## src/rtl/overture_io_sched.sv

```systemverilog
// Core I/O scheduler: one-byte input buffer feeding the core, output FIFO draining core writes.
// Define OVERTURE_IO_TIMEOUT_EN to compile in the stall watchdog that drives err_timeout.
module overture_io_sched #(
    parameter int          UUID      = 0,
    parameter              NAME      = "",
    parameter int          OUT_DEPTH = 4,
    parameter logic [7:0]  TIMEOUT   = 8'd200
) (
    input  logic       clk,
    input  logic       rst,
    input  logic       core_in_en,
    output logic [7:0] core_in_value,
    input  logic       core_out_en,
    input  logic [7:0] core_out_value,
    output logic       core_stall,
    input  logic       in_valid,
    input  logic [7:0] in_data,
    output logic       in_ready,
    output logic       out_valid,
    output logic [7:0] out_data,
    input  logic       out_ready,
    output logic       err_timeout
);

    localparam int AW = $clog2(OUT_DEPTH);
    localparam int CW = AW + 1;

    typedef enum logic {EMPTY, FULL} state_t;

    state_t         state, state_next;
    logic [7:0]     in_buf;
    logic           load, consume, push, pop;
    logic [7:0]     mem [OUT_DEPTH];
    logic [AW-1:0]  wptr, rptr;
    logic [CW-1:0]  count;
    logic           fifo_full, fifo_empty;

    // Full comes from the registered count, so a pop only frees a stalled push next cycle.
    assign fifo_full  = (count == CW'(OUT_DEPTH));
    assign fifo_empty = (count == '0);

    assign core_stall = (core_in_en && state == EMPTY) || (core_out_en && fifo_full);
    assign consume    = core_in_en && !core_stall;
    assign push       = core_out_en && !core_stall;
    assign pop        = out_valid && out_ready;

    always_ff @(posedge clk) begin
        if (rst) begin
            state  <= EMPTY;
            in_buf <= 8'h00;
        end else begin
            state <= state_next;
            if (load)
                in_buf <= in_data;
        end
    end

    always_comb begin
        state_next    = state;
        load          = 1'b0;
        in_ready      = 1'b0;
        core_in_value = 8'h00;
        case (state)
            EMPTY: begin
                in_ready = 1'b1;
                if (in_valid) begin
                    load       = 1'b1;
                    state_next = FULL;
                end
            end
            FULL: begin
                core_in_value = in_buf;
                if (consume)
                    state_next = EMPTY;
            end
            default: state_next = EMPTY;
        endcase
    end

    always_ff @(posedge clk) begin
        if (push)
            mem[wptr] <= core_out_value;
    end

    // Pointers wrap naturally since OUT_DEPTH is a power of two.
    always_ff @(posedge clk) begin
        if (rst) begin
            wptr  <= '0;
            rptr  <= '0;
            count <= '0;
        end else begin
            if (push)
                wptr <= wptr + 1'b1;
            if (pop)
                rptr <= rptr + 1'b1;
            case ({push, pop})
                2'b10:   count <= count + 1'b1;
                2'b01:   count <= count - 1'b1;
                default: count <= count;
            endcase
        end
    end

    assign out_valid = !fifo_empty;
    assign out_data  = fifo_empty ? 8'h00 : mem[rptr];

`ifdef OVERTURE_IO_TIMEOUT_EN
    logic [7:0] stall_cnt, stall_cnt_next;

    always_comb begin
        stall_cnt_next = 8'h00;
        if (core_stall)
            stall_cnt_next = (stall_cnt == 8'hFF) ? stall_cnt : stall_cnt + 8'd1;
    end

    always_ff @(posedge clk) begin
        if (rst) begin
            stall_cnt   <= 8'h00;
            err_timeout <= 1'b0;
        end else begin
            stall_cnt <= stall_cnt_next;
            if (stall_cnt_next >= TIMEOUT)
                err_timeout <= 1'b1;
        end
    end
`else
    assign err_timeout = 1'b0;
`endif

endmodule

```

## config.mk

```make
export PLATFORM = sky130hd
export DESIGN_NAME = overture_io_sched
export DESIGN_NICKNAME = d
export VERILOG_FILES = /design/src/rtl/overture_io_sched.sv
export SDC_FILE = /design/constraint.sdc
export NUM_CORES = 1
export LEC_CHECK = 0
export BUFFER_PORTS_ARGS = -buffer_cell sky130_fd_sc_hd__buf_2
export CAP_MARGIN = 20
export CORE_UTILIZATION = 48
export DETAILED_ROUTE_END_ITERATION = 8
export PLACE_DENSITY = 0.75
export SETUP_SLACK_MARGIN = 0.05
export SLEW_MARGIN = 20
export SYNTH_ARGS = -nofsm -noshare
export SYNTH_HDL_FRONTEND = slang
export SYNTH_SLANG_ARGS = --single-unit
```

## constraint.sdc

```tcl
create_clock -name clk -period 2.3 [get_ports clk]
set_clock_uncertainty 0.15 [all_clocks]
set_input_delay 0.575 -clock clk [delete_from_list [all_inputs] [get_ports clk]]
set_output_delay 0.575 -clock clk [all_outputs]
set_load 0.02 [all_outputs]
```

==> results of run 1 <==
-- registers in the layout, summed over array words and instances, names as in the netlist, named ones only --
| signal | cells |
|---|---|
| wptr | 2 |
| mem | 32 |
| in_buf | 8 |
| count | 3 |
| rptr | 2 |
| state | 1 |
-- worst max-delay path by stage --
stage	start	end	slack (ns)	cells past startpoint
global route	register	out_data[1]	-0.06	4
detailed placement	core_in_en	count[2]	-0.12	10
floorplan	core_in_en	count[2]	0.05	9
finish	register	out_data[1]	0.006	4
CTS	register	out_data[3]	-0.02	4
global placement	core_in_en	count[2]	-0.02	10
-- per-stage QoR --
stage / worst slack [ns] / instance area, sq um / util [%] / hold slack, ns / total power (uW)
after floorplan: 0.0512 / 2120 / - / 0.302 / 1720
after global placement: -0.0246 / 2390 / 58.2 / 0.315 / 1970
after detailed placement: -0.118 / 2390 / 58.2 / 0.348 / 2010
after CTS: -0.0167 / 2540 / 61.7 / 0.324 / 2680
after global routing: -0.0649 / 2570 / 62.5 / 0.309 / 2880
final: 0.00594 / 2570 / 62.5 / 0.326 / 2720
-- critical path: cells and delay by family, from the launching register on --
kind,cells,cell delay (ns)
muxes,1,0.49
buffers and inverters,2,0.30
and+or+nand+nor,1,0.14
DFF,1,0.34
-- power breakdown --
part / switching (uW) / total (uW) / internal, uW
Combinational: 543 / 1020 / 476
Sequential: 56.6 / 1110 / 1050
Clock: 270 / 595 / 325
Total: 870 / 2720 / 1850
-- layout make-up --
cell class	instances	share of cell area, %
well taps	50	2.43
clock buffers	7	2.97
clock inverters	1	1.17
flip-flops and latches	50	51.7
multi-input cells	82	28.7
inverters	10	1.46
repair buffers	48	11.5
-- cell families after synthesis --
kind of cell | count (synthesis) | synth area share, %
flip-flops | 50 | 62.6
AND/OR/NAND/NOR | 46 | 11.7
multiplexers | 18 | 13.5
buffers and inverters | 18 | 3.91
AO/OA/AOI/OAI | 8 | 2.96
adder cells (fa/ha/maj) | 6 | 3.91
XOR/XNOR | 3 | 1.24
other | 1 | 0.178
-- Yosys cell counts, drive strengths merged --
library cell	n	area [sq um]
conb	1	3.75
nor3	1	5.00
buf	4	28.8
nor2	16	60.1
dfxtp	18	360
mux2i	9	90.1
nor2b	9	56.3
or3	2	13.8
edfxtp	32	961
and2	12	80.1
o31ai	1	7.51
ha	5	62.6
nand4	1	6.26
nand2	2	7.51
a21oi	3	15.0
fa	1	20.0
mux4	8	180
inv	10	37.5
clkbuf	4	16.3
a311oi	1	8.76
xor2	3	26.3
o311a	1	21.3
o21ai	2	10.0
nand2b	3	18.8
mux2	1	15.0
-- per-layer routing --
layer	GRT usage, %	vias to the layer above
met5	0	-
met4	6.77	0
met3	6.50	5
met2	32.6	23
met1	19.7	615
li1	-	617
-- what timing repair did --
item | 4_1_cts | 5_1_grt
resized for setup | 12 | 10
hold buffers | 0 | 0
setup endpoints to repair | 9 | 9
pin swaps | 0 | 1
==> flow_metrics.py, run 1 <==
metrics = {
    "pwr": {
        "powerDensity_mw_per_mm2": 1060,
        "leakage_uw": 0.00103,
        "peakVddDrop_mv": 0.683,
    },
    "worst_setup_path": {
        "slowest_stage": "mux4_2",
        "required_ns": 1.57,
        "path_class": "register to primary output",
        "max_stage_delay_ns": 0.49,
        "worst_setup_path_end_kind": "primary output",
        "cp_cell_sequence": "buf_12 -> mux4_2 -> nor2b_1 -> buf_2",
        "r2r_start": "count[1]",
        "cp_max_fo": 8,
        "crit_arrival_ns": 1.57,
        "worstRegToRegCells": 8,
        "worstReg2RegEnd": "count[2]",
        "r2r_slack_ns": 0.15,
        "critPathLaunchType": "register",
    },
    "clock_tree": {
        "clock_sinks": 50,
        "insertion_delay_ns": 0.30,
        "cts-buffers-inserted": 5,
        "cts_tree": "done",
        "clk_path_buf_depth": 2,
        "cts-root-buf": "clkbuf_8",
        "post-cts-setup-buffers": 0,
        "h-tree-depth": 2,
        "path_clk_slew_ns": 0.09,
    },
    "placement": {
        "dp_cells": 240,
        "port_buffers": 40,
        "dp_hpwl_microns": 2750,
        "gp_congestion": 0.706,
    },
    "outcome": {
        "status": "finished clean",
    },
    "sta": {
        "rsz0062_at_grt": "yes",
        "setup_viol": 0,
        "slew_violations": 0,
        "setup_tns_ns": 0,
        "final.period_utilization_pct": 99.7,
        "hold_viol": 0,
        "period_needed_ns": 2.29,
        "fmax_mhz": 436,
    },
    "synth": {
        "ys_seq_area_share_pct": 62.6,
        "synth_area_sq_mm": 0.00211,
        "syn_nets": 178,
        "synth.avg_cell_area_sq_um": 14.1,
        "ys_warn_count": 0,
        "syn_inst": 150,
        "ys_seq_elements": 50,
        "synth_cell_types": 31,
    },
    "grt": {
        "antenna_found_initial": 0,
        "grt_max_degree": 20,
        "grt_pass1_vias": 1224,
        "grt_overflow": 0,
        "track_usage_pct": 18.3,
        "grt_pass1_wl_microns": 5780,
    },
    "layout": {
        "nets": 225,
        "syn2layout_area_growth_pct": 21.7,
        "final_common_cell": "buf_2",
        "layout_common_cells": "buf_2, edfxtp_1, nor2_1",
        "regArea_sq_mm": 0.00133,
        "antenna_cells": 0,
        "fin_cells": 248,
        "drive_gt1_share_pct": 40.4,
        "multi_input_area_sq_um": 738,
        "final.fill_count": 317,
    },
    "drt": {
        "wl_met2_microns": 2110,
        "wl_met1_microns": 1520,
        "ant_nets": 0,
        "wl_microns": 3830,
        "first_iter_violations": 35,
        "drc": 0,
        "drt_pass1_iterations": 4,
        "dr_wl_met3_microns": 155,
        "vias": 1260,
        "routed.top_layer": "met4",
        "routed_via_density": 5.08,
        "wire_per_inst_microns": 15.5,
    },
    "job": {
        "maxCapViolCount": 0,
    },
    "die": {
        "fp-row-count": 23,
        "die_w_microns": 68.3,
        "core_area_sq_mm": 0.00412,
        "die_area_sq_mm": 0.00467,
        "ioPinCount": 42,
        "initial_core_util_pct": 51.3,
        "die_h_microns": 68.3,
    },
    "hold_path": {
        "hold_path_depth": 2,
        "hp-start": "core_in_en",
        "worstHoldPathType": "input port to register",
        "whs_endpoint": "state",
    },
}
(Power assumes the default switching activity.)
==> run 2: changes to the inputs <==
--- a/config.mk
+++ b/config.mk
@@ -7,7 +7,7 @@
 export LEC_CHECK = 0
 export BUFFER_PORTS_ARGS = -buffer_cell sky130_fd_sc_hd__buf_2
 export CAP_MARGIN = 20
-export CORE_UTILIZATION = 48
+export CORE_UTILIZATION = 50
 export DETAILED_ROUTE_END_ITERATION = 8
 export PLACE_DENSITY = 0.75
 export SETUP_SLACK_MARGIN = 0.05
==> constraint.sdc (replaced) <==
create_clock -name clk -period 2.6 [get_ports clk]
set_clock_uncertainty 0.15 [all_clocks]
set_input_delay 0.65 -clock clk [delete_from_list [all_inputs] [get_ports clk]]
set_output_delay 0.65 -clock clk [all_outputs]
set_load 0.02 [all_outputs]
==> run 2 against run 1 <==
  * Die area shrank 3.9%
  * Design area down 4.3%
  * Core utilization down 1.4 points
  * Clock-buffer cell count stayed put
  * Setup slack improved by 0.17 ns
  * Hold slack improved by 0.013 ns
  * Via count decreased by 1.9%
  * Sequential cell count stayed put
  * Global-route usage barely moved
  * Wire length decreased by 4.9%
  * Combinational power down 28%
  * Cell count fell by 1.6%
  * Largest power group unchanged
==> flow_metrics.py, run 2 (synthesis gave the netlist of run 1 again) <==
metrics = {
    "pwr": {
        "peakVddDrop_mv": 0.426,
        "leakage_uw": 0.000988,
        "powerDensity_mw_per_mm2": 890,
    },
    "worst_setup_path": {
        "cp_cell_sequence": "buf_4 -> mux4_2 -> nor2b_1 -> buf_2",
        "crit_buf_inv": 2,
        "max_stage_delay_ns": 0.51,
        "cp.depth": 4,
        "required_ns": 1.80,
        "critPathLaunchType": "register",
        "crit_arrival_ns": 1.63,
        "r2r_slack_ns": 0.18,
        "worst_setup_path_end_kind": "primary output",
        "cp_max_fo": 8,
        "crit_family": "multiplexers",
        "slowest_stage": "mux4_2",
        "worstRegToRegCells": 9,
        "path_class": "register to primary output",
    },
    "grt": {
        "grt_pass1_vias": 1236,
        "grt_max_degree": 20,
        "grt_overflow": 0,
        "grt_pass1_wl_microns": 5750,
        "track_usage_pct": 18.3,
        "antenna_found_initial": 0,
    },
    "clock_tree": {
        "cts_tree": "done",
        "post-cts-setup-buffers": 0,
        "cts_resized": 0,
        "cts-buffers-inserted": 5,
        "insertion_delay_ns": 0.29,
        "h-tree-depth": 2,
        "clock_sinks": 50,
        "clk_path_buf_depth": 2,
        "path_clk_slew_ns": 0.08,
        "hold_buffers": 0,
        "cts-root-buf": "clkbuf_8",
    },
    "drt": {
        "ant_nets": 0,
        "wl_microns": 3650,
        "first_iter_violations": 52,
        "drc": 0,
        "drt_pass1_iterations": 4,
        "routed_via_density": 5.07,
        "vias": 1236,
        "wire_per_inst_microns": 15.0,
    },
    "sta": {
        "setup_tns_ns": 0,
        "period_needed_ns": 2.43,
        "hold_viol": 0,
        "rsz0062_at_grt": "no",
        "fmax_mhz": 412,
        "final.period_utilization_pct": 93.3,
        "final.setup.worst_slack_ns": 0.174,
        "setup_viol": 0,
        "slew_violations": 0,
    },
    "layout": {
        "antenna_cells": 0,
        "drive_gt1_share_pct": 34.5,
        "fin_cells": 244,
        "top_register": "mem",
        "final_common_cell": "buf_2",
        "reg_top3": "mem x32, in_buf x8, count x3",
        "nets": 221,
        "syn2layout_area_growth_pct": 16.5,
        "layout_common_cells": "buf_2, edfxtp_1, dfxtp_1",
        "largest_register_ff_count": 32,
        "finish.utilization_pct": 61.1,
        "final.fill_count": 319,
    },
    "hold_path": {
        "hold_path_depth": 2,
        "worstHoldPathType": "register to register",
    },
    "placement": {
        "dp_cells": 236,
        "gp_congestion": 0.790,
        "port_buffers": 40,
        "preCtsSetupSlack_ns": 0.0141,
        "dp_hpwl_microns": 2700,
    },
    "die": {
        "core_area_sq_mm": 0.00403,
        "ioPinCount": 42,
        "die_w_microns": 67.0,
        "die_h_microns": 67.0,
        "fp-row-count": 23,
        "die_area_sq_mm": 0.00449,
        "initial_core_util_pct": 52.4,
    },
    "outcome": {
        "status": "finished clean",
    },
    "job": {
        "maxCapViolCount": 0,
    },
}
[run 2: cell count changes in the layout (fill, tap and decap cells not counted), sizes merged]
cell and change:
buf -4, bufinv -1, clkinv +1
[run 2: metal layers]
layer  vias to the layer above  share of wire [%]  track usage (%)
met4                         0                1.8             8.78
met5                         -                  0                0
met1                       593                 40             21.7
met3                         7                4.2             4.28
met2                        32                 54             31.1
li1                        604                  -                -
[run 2: final timing paths]
kind,start,endpoint
max,register,out_data[7]
min reg2reg,in_buf[7],in_buf[7]
max reg2reg,count[2],count[2]
min,in_buf[7],in_buf[7]
[run 2: worst register-to-register path, cell delays in order, from the launching register on]
cell,delay [ns]
dfxtp_1,0.44
inv_2,0.05
o311a_4,0.31
inv_1,0.07
ha_1,0.18
inv_1,0.06
fa_1,0.37
xor2_1,0.16
or3_2,0.40
a21oi_1,0.16
[run 2: final cells by class]
class	count	area [sq um]	area share, %
sequential	50	1320	53.7
multi-input combinational	82	708	28.8
timing repair buffer	44	230	9.36
clock buffer	7	96.3	3.92
tap	50	62.6	2.54
inverter	10	37.5	1.53
clock inverter	1	3.75	0.153
[run 2: per-stage QoR]
| step | cell area [sq um] | total power (uW) | hold WS [ns] |
|---|---|---|---|
| 6_report | 2460 | 2190 | 0.339 |
| 5_1_grt | 2460 | 2310 | 0.383 |
| 4_1_cts | 2460 | 2210 | 0.344 |
| 3_5_place_dp | 2360 | 1740 | 0.323 |
| 3_3_place_gp | 2360 | 1710 | 0.315 |
| 2_1_floorplan | 2110 | 1520 | 0.302 |
[run 2: where the power goes]
| group | leakage, uW | internal (uW) | switching, uW |
|---|---|---|---|
| combinational | 0.000497 | 307 | 423 |
| clock | 0.0000519 | 239 | 236 |
| sequential | 0.000439 | 923 | 61.3 |
==> run 3: changes to the inputs <==
--- a/config.mk
+++ b/config.mk
@@ -7,9 +7,9 @@
 export LEC_CHECK = 0
 export BUFFER_PORTS_ARGS = -buffer_cell sky130_fd_sc_hd__buf_2
 export CAP_MARGIN = 20
-export CORE_UTILIZATION = 50
+export CORE_UTILIZATION = 25
 export DETAILED_ROUTE_END_ITERATION = 8
-export PLACE_DENSITY = 0.75
+export PLACE_DENSITY = 0.45
 export SETUP_SLACK_MARGIN = 0.05
 export SLEW_MARGIN = 20
 export SYNTH_ARGS = -nofsm -noshare
==> constraint.sdc (replaced) <==
create_clock -name clk -period 2.2 [get_ports clk]
set_clock_uncertainty 0.15 [all_clocks]
set_input_delay 0.55 -clock clk [delete_from_list [all_inputs] [get_ports clk]]
set_output_delay 0.55 -clock clk [all_outputs]
set_load 0.02 [all_outputs]
==> run 3 against run 2 <==
  * The run now ends with setup timing left
  * Die area rose by 97%
  * First-iteration DRC count fell by 9.6%
  * Non-clock buffer count rose by 6
  * Wire length rose by 4.5%
  * Clock-buffer cell count fell by 1
  * Sequential power rose by 17%
  * Largest cell class unchanged
==> flow_metrics.py, run 3 (synthesis gave the netlist of run 1 again) <==
metrics = {
    "worst_setup_path": {
        "path_class": "register to primary output",
        "required_ns": 1.50,
        "crit_arrival_ns": 1.58,
        "max_stage_delay_ns": 0.51,
        "r2r_slack_ns": 0.08,
        "endpoint": "out_data[1]",
        "r2r_start": "count[0]",
        "cp_cell_sequence": "buf_12 -> mux4_2 -> nor2b_1 -> buf_2",
        "worstRegToRegCells": 8,
        "critPathLaunchType": "register",
        "worst_setup_path_end_kind": "primary output",
        "slowest_stage": "mux4_2",
        "worstReg2RegEnd": "count[2]",
        "cp_max_fo": 8,
    },
    "die": {
        "die_h_microns": 93.9,
        "initial_core_util_pct": 25.8,
        "die_w_microns": 93.9,
        "core_area_sq_mm": 0.00818,
        "die_area_sq_mm": 0.00882,
        "ioPinCount": 42,
        "fp-row-count": 33,
    },
    "clock_tree": {
        "cts-buffers-inserted": 5,
        "h-tree-depth": 2,
        "cts-root-buf": "clkbuf_8",
        "insertion_delay_ns": 0.30,
        "path_clk_slew_ns": 0.09,
        "clk_path_buf_depth": 2,
        "post-cts-setup-buffers": 0,
        "clock_sinks": 50,
        "hold_buffers": 0,
        "cts_tree": "done",
    },
    "pwr": {
        "switchingPower_uw": 931,
        "leakage_uw": 0.00104,
        "swShare_pct": 32.3,
        "fin_total_pwr_uw": 2890,
        "intPower_uw": 1960,
        "comb_power_share_pct": 37.7,
        "peakVddDrop_mv": 0.545,
        "powerDensity_mw_per_mm2": 1080,
        "seqPwrFrac_pct": 40.0,
        "p_clk_share_pct": 22.3,
    },
    "grt": {
        "track_usage_pct": 9.67,
        "grt_pass1_wl_microns": 6360,
        "grtUsageMet3_pct": 2.75,
        "grt.busiest_layer": "met2",
        "grt_use_met1_pct": 13.2,
        "grtUsageMet2_pct": 14.8,
        "grt_overflow": 0,
        "antenna_found_initial": 0,
        "grt_pass1_vias": 1274,
        "grt_max_degree": 20,
    },
    "drt": {
        "first_iter_violations": 47,
        "routed_via_density": 4.09,
        "wl_microns": 3810,
        "drt_pass1_iterations": 6,
        "drc": 0,
        "wire_per_inst_microns": 12.5,
        "vias": 1246,
        "ant_nets": 0,
    },
    "layout": {
        "largest_register_ff_count": 32,
        "nets": 227,
        "final_common_cell": "buf_2",
        "layout_common_cells": "buf_2, edfxtp_1, nor2_1",
        "reg_top3": "mem x32, in_buf x8, count x3",
        "syn2layout_area_growth_pct": 26.5,
        "antenna_cells": 0,
        "top_register": "mem",
        "drive_gt1_share_pct": 42.5,
    },
    "placement": {
        "preCtsSetupSlack_ns": -0.0407,
        "port_buffers": 40,
        "dp_hpwl_microns": 2640,
        "gp_congestion": 0.709,
    },
    "sta": {
        "period_needed_ns": 2.28,
        "slew_violations": 0,
        "rsz0062_at_grt": "yes",
        "final.period_utilization_pct": 104,
        "setup_viol": 8,
        "hold_viol": 0,
        "setup_tns_ns": -0.449,
        "fmax_mhz": 438,
        "final.setup.worst_slack_ns": -0.0821,
    },
    "outcome": {
        "status": "finished, violations left",
        "violations": "setup timing",
    },
    "job": {
        "maxCapViolCount": 0,
    },
    "hold_path": {
        "worstHoldPathType": "input port to register",
    },
}
run 3: cell count changes in the layout (fill, tap and decap cells not counted), sizes merged:
cell / change
buf: +6
bufinv: +1
clkbuf: -1
clkinv: -1
clkinvlp: +1
run 3: stage by stage:
stage | cells | utilization [%] | hold WS [ns] | instance area, sq um
finish | 305 | 32.7 | 0.316 | 2670
global route | 305 | 32.7 | 0.298 | 2670
CTS | 305 | 32.1 | 0.304 | 2630
detailed placement | 297 | 30.8 | 0.327 | 2510
global placement | 297 | 30.8 | 0.315 | 2510
floorplan | 150 | - | 0.302 | 2140
run 3: worst min path at each step:
stage	start	to	slack (ns)	cells after the start
2_1_floorplan	in_buf[0]	in_buf[0]	0.30	2
3_5_place_dp	in_buf[0]	in_buf[0]	0.33	2
5_1_grt	core_out_value[6]	mem[2][6]	0.30	1
3_3_place_gp	in_buf[5]	in_buf[5]	0.31	2
6_report	core_out_value[6]	mem[2][6]	0.32	1
4_1_cts	core_out_value[6]	mem[2][6]	0.30	1
run 3: timing repair:
action                     in CTS  in global routing
gates resized for setup         1                 13
setup endpoints to repair       8                 10
pin swaps                       0                  1
run 3: area by class of cell:
type                    count  area, sq um
fillers                   838         5500
flip-flops and latches     50         1330
multi-input cells          82          758
repair buffers             50          307
well taps                 105          131
clock buffers               6         72.6
clock inverters             2         37.5
inverters                  10         37.5
run 3: per-layer routing:
metal / wire, microns / part of all wire (%) / vias up
li1: - / - / 616
met1: 1850 / 49 / 586
met2: 1700 / 45 / 39
met3: 221 / 5.8 / 5
met4: 38 / 1.0 / 0
met5: 0 / 0 / -
run 3: power by group through the flow:
stage | Combinational [uW] | Clock [uW] | Sequential (uW)
floorplan | 668 | 0 | 1160
global placement | 1020 | 0 | 1170
detailed placement | 1010 | 0 | 1170
CTS | 1010 | 669 | 1150
global route | 1210 | 705 | 1170
finish | 1090 | 643 | 1150
run 3: critical path, delay by kind of cell (launching register included):
| kind | cells | cell delay, ns |
|---|---|---|
| buffers and inverters | 2 | 0.29 |
| and+or+nand+nor | 1 | 0.14 |
| muxes | 1 | 0.51 |
| DFF | 1 | 0.35 |
